[src/rtl/id_ex_stage_reg_if.sv]
// Decode-to-execute bundle: decode fields, hazard sources, registered EX fields.
// slave is the pipeline register's view; master is the driver/observer view.
interface id_ex_stage_reg_if #(
    parameter int unsigned DATA_W = 32,
    parameter int unsigned REG_W  = 4,
    parameter int unsigned CNT_W  = 16
);
    // stage control
    logic              freeze;
    logic              flush;
    logic              forward_en;

    // decode-stage outputs
    logic              valid_in;
    logic [DATA_W-1:0] pc_in;
    logic [DATA_W-1:0] val_rn_in;
    logic [DATA_W-1:0] val_rm_in;
    logic [23:0]       imm24_in;
    logic [11:0]       shift_operand_in;
    logic [3:0]        exe_cmd_in;
    logic [REG_W-1:0]  dest_in;
    logic [REG_W-1:0]  src1_in;
    logic [REG_W-1:0]  src2_in;
    logic              two_src_in;
    logic              wb_en_in;
    logic              mem_r_en_in;
    logic              mem_w_en_in;
    logic              s_in;
    logic              b_in;
    logic              imm_in;
    logic [3:0]        status_in;

    // destinations still in flight downstream
    logic [REG_W-1:0]  exe_dest;
    logic [REG_W-1:0]  mem_dest;
    logic              exe_wb_en;
    logic              mem_wb_en;
    logic              exe_mem_r_en;

    // stage results
    logic              hazard;
    logic              valid_out;
    logic [DATA_W-1:0] pc_out;
    logic [DATA_W-1:0] val_rn_out;
    logic [DATA_W-1:0] val_rm_out;
    logic [23:0]       imm24_out;
    logic [11:0]       shift_operand_out;
    logic [3:0]        exe_cmd_out;
    logic [REG_W-1:0]  dest_out;
    logic [REG_W-1:0]  src1_out;
    logic [REG_W-1:0]  src2_out;
    logic              wb_en_out;
    logic              mem_r_en_out;
    logic              mem_w_en_out;
    logic              s_out;
    logic              b_out;
    logic              imm_out;
    logic [3:0]        status_out;
    logic [CNT_W-1:0]  bubble_count;

    modport slave (
        input  freeze, flush, forward_en,
        input  valid_in, pc_in, val_rn_in, val_rm_in, imm24_in, shift_operand_in,
        input  exe_cmd_in, dest_in, src1_in, src2_in, two_src_in,
        input  wb_en_in, mem_r_en_in, mem_w_en_in, s_in, b_in, imm_in, status_in,
        input  exe_dest, mem_dest, exe_wb_en, mem_wb_en, exe_mem_r_en,
        output hazard,
        output valid_out, pc_out, val_rn_out, val_rm_out, imm24_out, shift_operand_out,
        output exe_cmd_out, dest_out, src1_out, src2_out,
        output wb_en_out, mem_r_en_out, mem_w_en_out, s_out, b_out, imm_out, status_out,
        output bubble_count
    );

    modport master (
        output freeze, flush, forward_en,
        output valid_in, pc_in, val_rn_in, val_rm_in, imm24_in, shift_operand_in,
        output exe_cmd_in, dest_in, src1_in, src2_in, two_src_in,
        output wb_en_in, mem_r_en_in, mem_w_en_in, s_in, b_in, imm_in, status_in,
        output exe_dest, mem_dest, exe_wb_en, mem_wb_en, exe_mem_r_en,
        input  hazard,
        input  valid_out, pc_out, val_rn_out, val_rm_out, imm24_out, shift_operand_out,
        input  exe_cmd_out, dest_out, src1_out, src2_out,
        input  wb_en_out, mem_r_en_out, mem_w_en_out, s_out, b_out, imm_out, status_out,
        input  bubble_count
    );
endinterface

[src/rtl/id_ex_stage_reg.sv]
// ID/EX pipeline register with read-after-write hazard detection,
// bubble insertion, freeze/flush handling and a saturating bubble counter.
module id_ex_stage_reg #(
    parameter int unsigned DATA_W = 32,
    parameter int unsigned REG_W  = 4,
    parameter int unsigned CNT_W  = 16
) (
    input  logic               clk,
    input  logic               rst,
    id_ex_stage_reg_if.slave   bus
);

    logic              m_exe1, m_exe2, m_mem1, m_mem2;
    logic              hit1, hit2;
    logic              hazard_c;
    logic              take_bubble, take_input, count_inc;

    logic              valid_q,         valid_d;
    logic [DATA_W-1:0] pc_q,            pc_d;
    logic [DATA_W-1:0] val_rn_q,        val_rn_d;
    logic [DATA_W-1:0] val_rm_q,        val_rm_d;
    logic [23:0]       imm24_q,         imm24_d;
    logic [11:0]       shift_operand_q, shift_operand_d;
    logic [3:0]        exe_cmd_q,       exe_cmd_d;
    logic [REG_W-1:0]  dest_q,          dest_d;
    logic [REG_W-1:0]  src1_q,          src1_d;
    logic [REG_W-1:0]  src2_q,          src2_d;
    logic              wb_en_q,         wb_en_d;
    logic              mem_r_en_q,      mem_r_en_d;
    logic              mem_w_en_q,      mem_w_en_d;
    logic              s_q,             s_d;
    logic              b_q,             b_d;
    logic              imm_q,           imm_d;
    logic [3:0]        status_q,        status_d;
    logic [CNT_W-1:0]  cnt_q,           cnt_d;

    // With forwarding only a load in EX cannot be bypassed in time.
    always_comb begin
        m_exe1 = bus.exe_wb_en & (bus.src1_in == bus.exe_dest);
        m_exe2 = bus.exe_wb_en & (bus.src2_in == bus.exe_dest);
        m_mem1 = bus.mem_wb_en & (bus.src1_in == bus.mem_dest);
        m_mem2 = bus.mem_wb_en & (bus.src2_in == bus.mem_dest);
        if (bus.forward_en) begin
            hit1 = bus.exe_mem_r_en & m_exe1;
            hit2 = bus.exe_mem_r_en & m_exe2;
        end else begin
            hit1 = m_exe1 | m_mem1;
            hit2 = m_exe2 | m_mem2;
        end
        hazard_c = bus.valid_in & (hit1 | (bus.two_src_in & hit2));
    end

    assign bus.hazard = hazard_c;

    // Priority: flush, then freeze (hold), then hazard bubble, then load.
    always_comb begin
        take_bubble = bus.flush | (~bus.freeze & hazard_c);
        take_input  = ~bus.flush & ~bus.freeze & ~hazard_c;
        count_inc   = ~bus.flush & ~bus.freeze & hazard_c & (cnt_q != '1);
    end

    always_comb begin
        valid_d         = valid_q;
        pc_d            = pc_q;
        val_rn_d        = val_rn_q;
        val_rm_d        = val_rm_q;
        imm24_d         = imm24_q;
        shift_operand_d = shift_operand_q;
        exe_cmd_d       = exe_cmd_q;
        dest_d          = dest_q;
        src1_d          = src1_q;
        src2_d          = src2_q;
        wb_en_d         = wb_en_q;
        mem_r_en_d      = mem_r_en_q;
        mem_w_en_d      = mem_w_en_q;
        s_d             = s_q;
        b_d             = b_q;
        imm_d           = imm_q;
        status_d        = status_q;
        if (take_bubble) begin
            valid_d         = 1'b0;
            pc_d            = '0;
            val_rn_d        = '0;
            val_rm_d        = '0;
            imm24_d         = '0;
            shift_operand_d = '0;
            exe_cmd_d       = '0;
            dest_d          = '0;
            src1_d          = '0;
            src2_d          = '0;
            wb_en_d         = 1'b0;
            mem_r_en_d      = 1'b0;
            mem_w_en_d      = 1'b0;
            s_d             = 1'b0;
            b_d             = 1'b0;
            imm_d           = 1'b0;
            status_d        = '0;
        end else if (take_input) begin
            valid_d         = bus.valid_in;
            pc_d            = bus.pc_in;
            val_rn_d        = bus.val_rn_in;
            val_rm_d        = bus.val_rm_in;
            imm24_d         = bus.imm24_in;
            shift_operand_d = bus.shift_operand_in;
            exe_cmd_d       = bus.exe_cmd_in;
            dest_d          = bus.dest_in;
            src1_d          = bus.src1_in;
            src2_d          = bus.src2_in;
            wb_en_d         = bus.wb_en_in;
            mem_r_en_d      = bus.mem_r_en_in;
            mem_w_en_d      = bus.mem_w_en_in;
            s_d             = bus.s_in;
            b_d             = bus.b_in;
            imm_d           = bus.imm_in;
            status_d        = bus.status_in;
        end
    end

    always_comb begin
        cnt_d = cnt_q;
        if (count_inc) begin
            cnt_d = cnt_q + CNT_W'(1);
        end
    end

    always_ff @(posedge clk or negedge rst) begin
        if (!rst) begin
            valid_q         <= 1'b0;
            pc_q            <= '0;
            val_rn_q        <= '0;
            val_rm_q        <= '0;
            imm24_q         <= '0;
            shift_operand_q <= '0;
            exe_cmd_q       <= '0;
            dest_q          <= '0;
            src1_q          <= '0;
            src2_q          <= '0;
            wb_en_q         <= 1'b0;
            mem_r_en_q      <= 1'b0;
            mem_w_en_q      <= 1'b0;
            s_q             <= 1'b0;
            b_q             <= 1'b0;
            imm_q           <= 1'b0;
            status_q        <= '0;
            cnt_q           <= '0;
        end else begin
            valid_q         <= valid_d;
            pc_q            <= pc_d;
            val_rn_q        <= val_rn_d;
            val_rm_q        <= val_rm_d;
            imm24_q         <= imm24_d;
            shift_operand_q <= shift_operand_d;
            exe_cmd_q       <= exe_cmd_d;
            dest_q          <= dest_d;
            src1_q          <= src1_d;
            src2_q          <= src2_d;
            wb_en_q         <= wb_en_d;
            mem_r_en_q      <= mem_r_en_d;
            mem_w_en_q      <= mem_w_en_d;
            s_q             <= s_d;
            b_q             <= b_d;
            imm_q           <= imm_d;
            status_q        <= status_d;
            cnt_q           <= cnt_d;
        end
    end

    assign bus.valid_out         = valid_q;
    assign bus.pc_out            = pc_q;
    assign bus.val_rn_out        = val_rn_q;
    assign bus.val_rm_out        = val_rm_q;
    assign bus.imm24_out         = imm24_q;
    assign bus.shift_operand_out = shift_operand_q;
    assign bus.exe_cmd_out       = exe_cmd_q;
    assign bus.dest_out          = dest_q;
    assign bus.src1_out          = src1_q;
    assign bus.src2_out          = src2_q;
    assign bus.wb_en_out         = wb_en_q;
    assign bus.mem_r_en_out      = mem_r_en_q;
    assign bus.mem_w_en_out      = mem_w_en_q;
    assign bus.s_out             = s_q;
    assign bus.b_out             = b_q;
    assign bus.imm_out           = imm_q;
    assign bus.status_out        = status_q;
    assign bus.bubble_count      = cnt_q;

endmodule

[src/flat_wrapper.sv]
// flat-port wrapper written by rule: the top's interface ports become plain ports
module id_ex_stage_reg_flat 
#(
    parameter int unsigned DATA_W = 32,
    parameter int unsigned REG_W  = 4,
    parameter int unsigned CNT_W  = 16
)
  (clk, rst, bus_freeze, bus_flush, bus_forward_en, bus_valid_in, bus_pc_in, bus_val_rn_in, bus_val_rm_in, bus_imm24_in, bus_shift_operand_in, bus_exe_cmd_in, bus_dest_in, bus_src1_in, bus_src2_in, bus_two_src_in, bus_wb_en_in, bus_mem_r_en_in, bus_mem_w_en_in, bus_s_in, bus_b_in, bus_imm_in, bus_status_in, bus_exe_dest, bus_mem_dest, bus_exe_wb_en, bus_mem_wb_en, bus_exe_mem_r_en, bus_hazard, bus_valid_out, bus_pc_out, bus_val_rn_out, bus_val_rm_out, bus_imm24_out, bus_shift_operand_out, bus_exe_cmd_out, bus_dest_out, bus_src1_out, bus_src2_out, bus_wb_en_out, bus_mem_r_en_out, bus_mem_w_en_out, bus_s_out, bus_b_out, bus_imm_out, bus_status_out, bus_bubble_count);
  id_ex_stage_reg_if #(.DATA_W(DATA_W), .REG_W(REG_W), .CNT_W(CNT_W)) bus_i ();
  input  logic clk;
  input  logic rst;
  input wire logic [$bits(bus_i.freeze)-1:0] bus_freeze;
  input wire logic [$bits(bus_i.flush)-1:0] bus_flush;
  input wire logic [$bits(bus_i.forward_en)-1:0] bus_forward_en;
  input wire logic [$bits(bus_i.valid_in)-1:0] bus_valid_in;
  input wire logic [$bits(bus_i.pc_in)-1:0] bus_pc_in;
  input wire logic [$bits(bus_i.val_rn_in)-1:0] bus_val_rn_in;
  input wire logic [$bits(bus_i.val_rm_in)-1:0] bus_val_rm_in;
  input wire logic [$bits(bus_i.imm24_in)-1:0] bus_imm24_in;
  input wire logic [$bits(bus_i.shift_operand_in)-1:0] bus_shift_operand_in;
  input wire logic [$bits(bus_i.exe_cmd_in)-1:0] bus_exe_cmd_in;
  input wire logic [$bits(bus_i.dest_in)-1:0] bus_dest_in;
  input wire logic [$bits(bus_i.src1_in)-1:0] bus_src1_in;
  input wire logic [$bits(bus_i.src2_in)-1:0] bus_src2_in;
  input wire logic [$bits(bus_i.two_src_in)-1:0] bus_two_src_in;
  input wire logic [$bits(bus_i.wb_en_in)-1:0] bus_wb_en_in;
  input wire logic [$bits(bus_i.mem_r_en_in)-1:0] bus_mem_r_en_in;
  input wire logic [$bits(bus_i.mem_w_en_in)-1:0] bus_mem_w_en_in;
  input wire logic [$bits(bus_i.s_in)-1:0] bus_s_in;
  input wire logic [$bits(bus_i.b_in)-1:0] bus_b_in;
  input wire logic [$bits(bus_i.imm_in)-1:0] bus_imm_in;
  input wire logic [$bits(bus_i.status_in)-1:0] bus_status_in;
  input wire logic [$bits(bus_i.exe_dest)-1:0] bus_exe_dest;
  input wire logic [$bits(bus_i.mem_dest)-1:0] bus_mem_dest;
  input wire logic [$bits(bus_i.exe_wb_en)-1:0] bus_exe_wb_en;
  input wire logic [$bits(bus_i.mem_wb_en)-1:0] bus_mem_wb_en;
  input wire logic [$bits(bus_i.exe_mem_r_en)-1:0] bus_exe_mem_r_en;
  output wire logic [$bits(bus_i.hazard)-1:0] bus_hazard;
  output wire logic [$bits(bus_i.valid_out)-1:0] bus_valid_out;
  output wire logic [$bits(bus_i.pc_out)-1:0] bus_pc_out;
  output wire logic [$bits(bus_i.val_rn_out)-1:0] bus_val_rn_out;
  output wire logic [$bits(bus_i.val_rm_out)-1:0] bus_val_rm_out;
  output wire logic [$bits(bus_i.imm24_out)-1:0] bus_imm24_out;
  output wire logic [$bits(bus_i.shift_operand_out)-1:0] bus_shift_operand_out;
  output wire logic [$bits(bus_i.exe_cmd_out)-1:0] bus_exe_cmd_out;
  output wire logic [$bits(bus_i.dest_out)-1:0] bus_dest_out;
  output wire logic [$bits(bus_i.src1_out)-1:0] bus_src1_out;
  output wire logic [$bits(bus_i.src2_out)-1:0] bus_src2_out;
  output wire logic [$bits(bus_i.wb_en_out)-1:0] bus_wb_en_out;
  output wire logic [$bits(bus_i.mem_r_en_out)-1:0] bus_mem_r_en_out;
  output wire logic [$bits(bus_i.mem_w_en_out)-1:0] bus_mem_w_en_out;
  output wire logic [$bits(bus_i.s_out)-1:0] bus_s_out;
  output wire logic [$bits(bus_i.b_out)-1:0] bus_b_out;
  output wire logic [$bits(bus_i.imm_out)-1:0] bus_imm_out;
  output wire logic [$bits(bus_i.status_out)-1:0] bus_status_out;
  output wire logic [$bits(bus_i.bubble_count)-1:0] bus_bubble_count;
  assign bus_i.freeze = bus_freeze;
  assign bus_i.flush = bus_flush;
  assign bus_i.forward_en = bus_forward_en;
  assign bus_i.valid_in = bus_valid_in;
  assign bus_i.pc_in = bus_pc_in;
  assign bus_i.val_rn_in = bus_val_rn_in;
  assign bus_i.val_rm_in = bus_val_rm_in;
  assign bus_i.imm24_in = bus_imm24_in;
  assign bus_i.shift_operand_in = bus_shift_operand_in;
  assign bus_i.exe_cmd_in = bus_exe_cmd_in;
  assign bus_i.dest_in = bus_dest_in;
  assign bus_i.src1_in = bus_src1_in;
  assign bus_i.src2_in = bus_src2_in;
  assign bus_i.two_src_in = bus_two_src_in;
  assign bus_i.wb_en_in = bus_wb_en_in;
  assign bus_i.mem_r_en_in = bus_mem_r_en_in;
  assign bus_i.mem_w_en_in = bus_mem_w_en_in;
  assign bus_i.s_in = bus_s_in;
  assign bus_i.b_in = bus_b_in;
  assign bus_i.imm_in = bus_imm_in;
  assign bus_i.status_in = bus_status_in;
  assign bus_i.exe_dest = bus_exe_dest;
  assign bus_i.mem_dest = bus_mem_dest;
  assign bus_i.exe_wb_en = bus_exe_wb_en;
  assign bus_i.mem_wb_en = bus_mem_wb_en;
  assign bus_i.exe_mem_r_en = bus_exe_mem_r_en;
  assign bus_hazard = bus_i.hazard;
  assign bus_valid_out = bus_i.valid_out;
  assign bus_pc_out = bus_i.pc_out;
  assign bus_val_rn_out = bus_i.val_rn_out;
  assign bus_val_rm_out = bus_i.val_rm_out;
  assign bus_imm24_out = bus_i.imm24_out;
  assign bus_shift_operand_out = bus_i.shift_operand_out;
  assign bus_exe_cmd_out = bus_i.exe_cmd_out;
  assign bus_dest_out = bus_i.dest_out;
  assign bus_src1_out = bus_i.src1_out;
  assign bus_src2_out = bus_i.src2_out;
  assign bus_wb_en_out = bus_i.wb_en_out;
  assign bus_mem_r_en_out = bus_i.mem_r_en_out;
  assign bus_mem_w_en_out = bus_i.mem_w_en_out;
  assign bus_s_out = bus_i.s_out;
  assign bus_b_out = bus_i.b_out;
  assign bus_imm_out = bus_i.imm_out;
  assign bus_status_out = bus_i.status_out;
  assign bus_bubble_count = bus_i.bubble_count;
  id_ex_stage_reg #(.DATA_W(DATA_W), .REG_W(REG_W), .CNT_W(CNT_W)) u_core (.clk(clk), .rst(rst), .bus(bus_i));
endmodule
[config.mk]
export PLATFORM = sky130hd
export DESIGN_NAME = id_ex_stage_reg_flat
export DESIGN_NICKNAME = d
export VERILOG_FILES = /design/src/rtl/id_ex_stage_reg_if.sv /design/src/rtl/id_ex_stage_reg.sv /design/src/flat_wrapper.sv
export SDC_FILE = /design/constraint.sdc
export NUM_CORES = 1
export LEC_CHECK = 0
export ABC_AREA = 0
export BUFFER_PORTS_ARGS = -buffer_cell sky130_fd_sc_hd__clkbuf_2
export CAP_MARGIN = 20
export CORE_AREA = 3 3 137 139
export DETAILED_ROUTE_END_ITERATION = 10
export DIE_AREA = 0 0 140 142
export HOLD_SLACK_MARGIN = 0.05
export PLACE_DENSITY = 0.66
export SETUP_SLACK_MARGIN = 0.15
export SYNTH_ARGS = -nofsm -noshare
export SYNTH_HDL_FRONTEND = slang
export SYNTH_SLANG_ARGS = --single-unit
[constraint.sdc]
create_clock -name clk -period 2.11 [get_ports clk]
set_input_delay 0.1055 -clock clk [delete_from_list [all_inputs] [get_ports clk]]
set_output_delay 0.1055 -clock clk [all_outputs]
set_load 0.01 [all_outputs]
==> metrics <==
status=finished clean; top cell type by total area after synthesis=dfrtp_1; period utilization=0.888; # nets final=1152; depth of the CTS H-tree=4; Gate Count Post-Synth=461; share of cells above drive strength 1=0.420; Post-Syn Nets=638; initial core utilization=0.375; prevailing post-synth register cell=dfrtp_1; worst-skew pair later-pin latency=0.42 ns; total congestion overflow=0; CP required=2.42 ns; Mapped Area=6660 um^2; Root Buffer=clkbuf_16; via count=6021; cell row count=49; ys async rst share=1.00; post-synthesis compound-gate area fraction=0.218; arrival time at the worst endpoint=2.18 ns; min Tclk post-route=1.87 ns; number of global-route vias before repair=6549; Non-Filler Instances=1218; Layout Utilization=0.618; antenna violations before repair=0; main combinational cell family by area after synthesis=compound AO/OA/AOI/OAI gates; post-route ant nets=0; largest net degree at the start of global routing=83; die area=19900 um^2; crit path cell chain=dlygate4sd3_1, buf_4, xnor2_2, nand4_1, o22ai_2, o21ai_4, buf_4, and2_2, a22o_1; fmax=534 MHz; placed insts=1018; Worst-path clk slew=0.07 ns; Post-synth EDFFs=0; Largest stage delay, worst path=0.53 ns; Worst Max-Slew Pin Slew=0.631 ns; Slew Viols, Final=0; synthesized area per cell=14.5 um^2; Critical Path Sink Type=flip-flop; CP Max Fanout=19; yosys warns=0; top post-synthesis cells by area=dfrtp_1 (66%), a22o_1 (21%), buf_6 (2.5%); crit path max-delay cell type=dlygate4sd3_1; Crit path max-delay family=buffers and inverters; post-DR wirelength/cell=18.2 um; post-synthesis mux area share=0.00225; P_leak=5.84 nW; WHS=0.124 ns; TritonCTS Sinks=175; PD cells=753 nW/um^2; most frequent cells in the layout=clkbuf_2 (348), dfrtp_1 (174), dlygate4sd3_1 (161), a22o_1 (158), xnor2_1 (18); most common cell after layout, fill and taps aside=clkbuf_2; clock buffer count from CTS=17; Top Ports=352; Setup Crit Path Kind=in2reg; adder-cell area share of the yosys netlist=0.00188; Slew headroom=0.579; final routed DRC violation total=0; FILL cells=1365; Area Overhead vs Synth=65.0%; Die H=142 um; count of buffers from port buffering=351; Critical path buffers and inverters=3; max_cap viols=0; endpoints failing setup=0; Post-Synth Simple-Gate Area=0.0364; core area=17800 um^2; detailed placement HPWL=14.0 mm; Distinct cells, synth=31; vias per cell=4.94; Total Routing Usage GR=0.220; RSZ-0062 raised after global routing=true; multi-input logic area=2030 um^2; first-pass GRT wire length=35.0 mm; fin area=11000 um^2; Top cell by count, worst path=buf_4; Setup Skew=0.00635 ns; Fin Setup TNS=0 ns; routability cong.=0.842; maximum vdd drop=0.000508 V; sequential area share after synthesis=0.657; top-area cell type share of the netlist area=0.657; Seq cells post-synth=175; Worst Setup Start Kind=input pin; WL final=22.1 mm; Synth Area in XOR/XNOR=0.0408; final hold vios=0; maximum clock path buffer count=2; Die Wd=140 um; Detailed Routing Iterations Pass 1=4; Placed Area=8660 um^2; Storage cell area=4380 um^2; Tightest Hold Check Type=in2reg; CTS tree=done; DRT iter0 DRCs=231
==> worst reg2reg max path, stage by stage (launching register included) <==
cell and delay, ns:
dfrtp_1 0.43, and4_1 0.30, nand3_1 0.26, o31ai_4 0.30, buf_4 0.20, nor4_1 0.07
xor2_1 0.15
==> per-layer routing <==
| metal | GRT usage | routed length (um) |
|---|---|---|
| met1 | 0.266 | 8940 |
| met5 | 0 | 0 |
| met2 | 0.380 | 11300 |
| met3 | 0.0551 | 1380 |
| met4 | 0.0857 | 504 |
==> registers in the layout, summed over array words and instances (netlist names) <==
| register | flops |
|---|---|
| u_core.bus.dest_out | 4 |
| u_core.bus.val_rm_out | 32 |
| u_core.bus.val_rn_out | 32 |
| u_core.bus.b_out | 1 |
| u_core.bus.imm24_out | 24 |
| u_core.bus.bubble_count | 16 |
| u_core.bus.valid_out | 1 |
| u_core.bus.exe_cmd_out | 4 |
| u_core.bus.wb_en_out | 1 |
| u_core.bus.pc_out | 32 |
| u_core.bus.shift_operand_out | 12 |
| u_core.bus.imm_out | 1 |
| u_core.bus.s_out | 1 |
| u_core.bus.mem_w_en_out | 1 |
| u_core.bus.status_out | 4 |
| u_core.bus.src2_out | 4 |
| u_core.bus.src1_out | 4 |
| u_core.bus.mem_r_en_out | 1 |
==> power breakdown <==
part	total [mW]	switching (mW)	internal (mW)
Combinational	1.24	0.585	0.654
Sequential	3.68	0.129	3.55
Clock	3.37	1.35	2.01
Total	8.28	2.07	6.21
==> worst paths after layout <==
kind | startpoint | end | slack, ns | cells past startpoint
worst max-delay path | bus_src1_in[2] | u_core.bus.val_rn_out[20] | 0.24 | 9
max in group asynchronous | rst | u_core.bus.s_out | 1.15 | 3
worst min register to register | u_core.bus.val_rn_out[13] | u_core.bus.val_rn_out[13] | 0.50 | 1
worst max register to register | u_core.bus.bubble_count[4] | u_core.bus.bubble_count[10] | 0.27 | 6
min in group asynchronous | rst | u_core.bus.val_rn_out[20] | 0.25 | 2
worst min-delay path | bus_valid_in | u_core.bus.bubble_count[11] | 0.12 | 4
==> cell usage after synthesis (2+ instances only) <==
cell	n
buf_6	15
dfrtp_1	175
nand4_1	5
clkbuf_1	18
xor2_1	12
nor4_1	9
and4_1	2
buf_2	4
a22o_1	158
nand2_1	7
inv_1	7
xnor2_1	19
nand3_1	7
nor2_1	2
nor3_1	5
==> kinds of logic (layout without fill, tap and decap cells) <==
logic type	Yosys count	after routing
simple gates	43	44
buf+inv	45	571
xor+xnor	31	31
mux	1	1
compound gates	165	165
flops	175	175
fa+ha+maj	1	1
other cells	0	1
==> per-stage QoR <==
stage                     total power, mW  setup slack, ns
after global routing                 8.64            0.111
after floorplan                      4.15            0.302
after global placement               4.69            0.287
after CTS                            8.33            0.166
after detailed placement             4.70            0.247
final                                8.28            0.236
==> repair_timing <==
| action | CTS | global route |
|---|---|---|
| hold buffers | 161 | 0 |
| setup endpoints to repair | 0 | 129 |
| hold endpoints to repair | 217 | 0 |
| buffers inserted | 0 | 5 |
| gates resized for setup | 0 | 9 |
==> cell type report <==
| class | instances | share of cell area |
|---|---|---|
| diodes | 1 | 0.000228 |
| clock buffers | 18 | 0.0390 |
| clock inverters | 14 | 0.0185 |
| inverters | 7 | 0.00239 |
| multi-input cells | 242 | 0.185 |
| flip-flops and latches | 175 | 0.398 |
| well taps | 229 | 0.0261 |
| repair buffers | 532 | 0.331 |
Power figures use the tool's default switching activity.
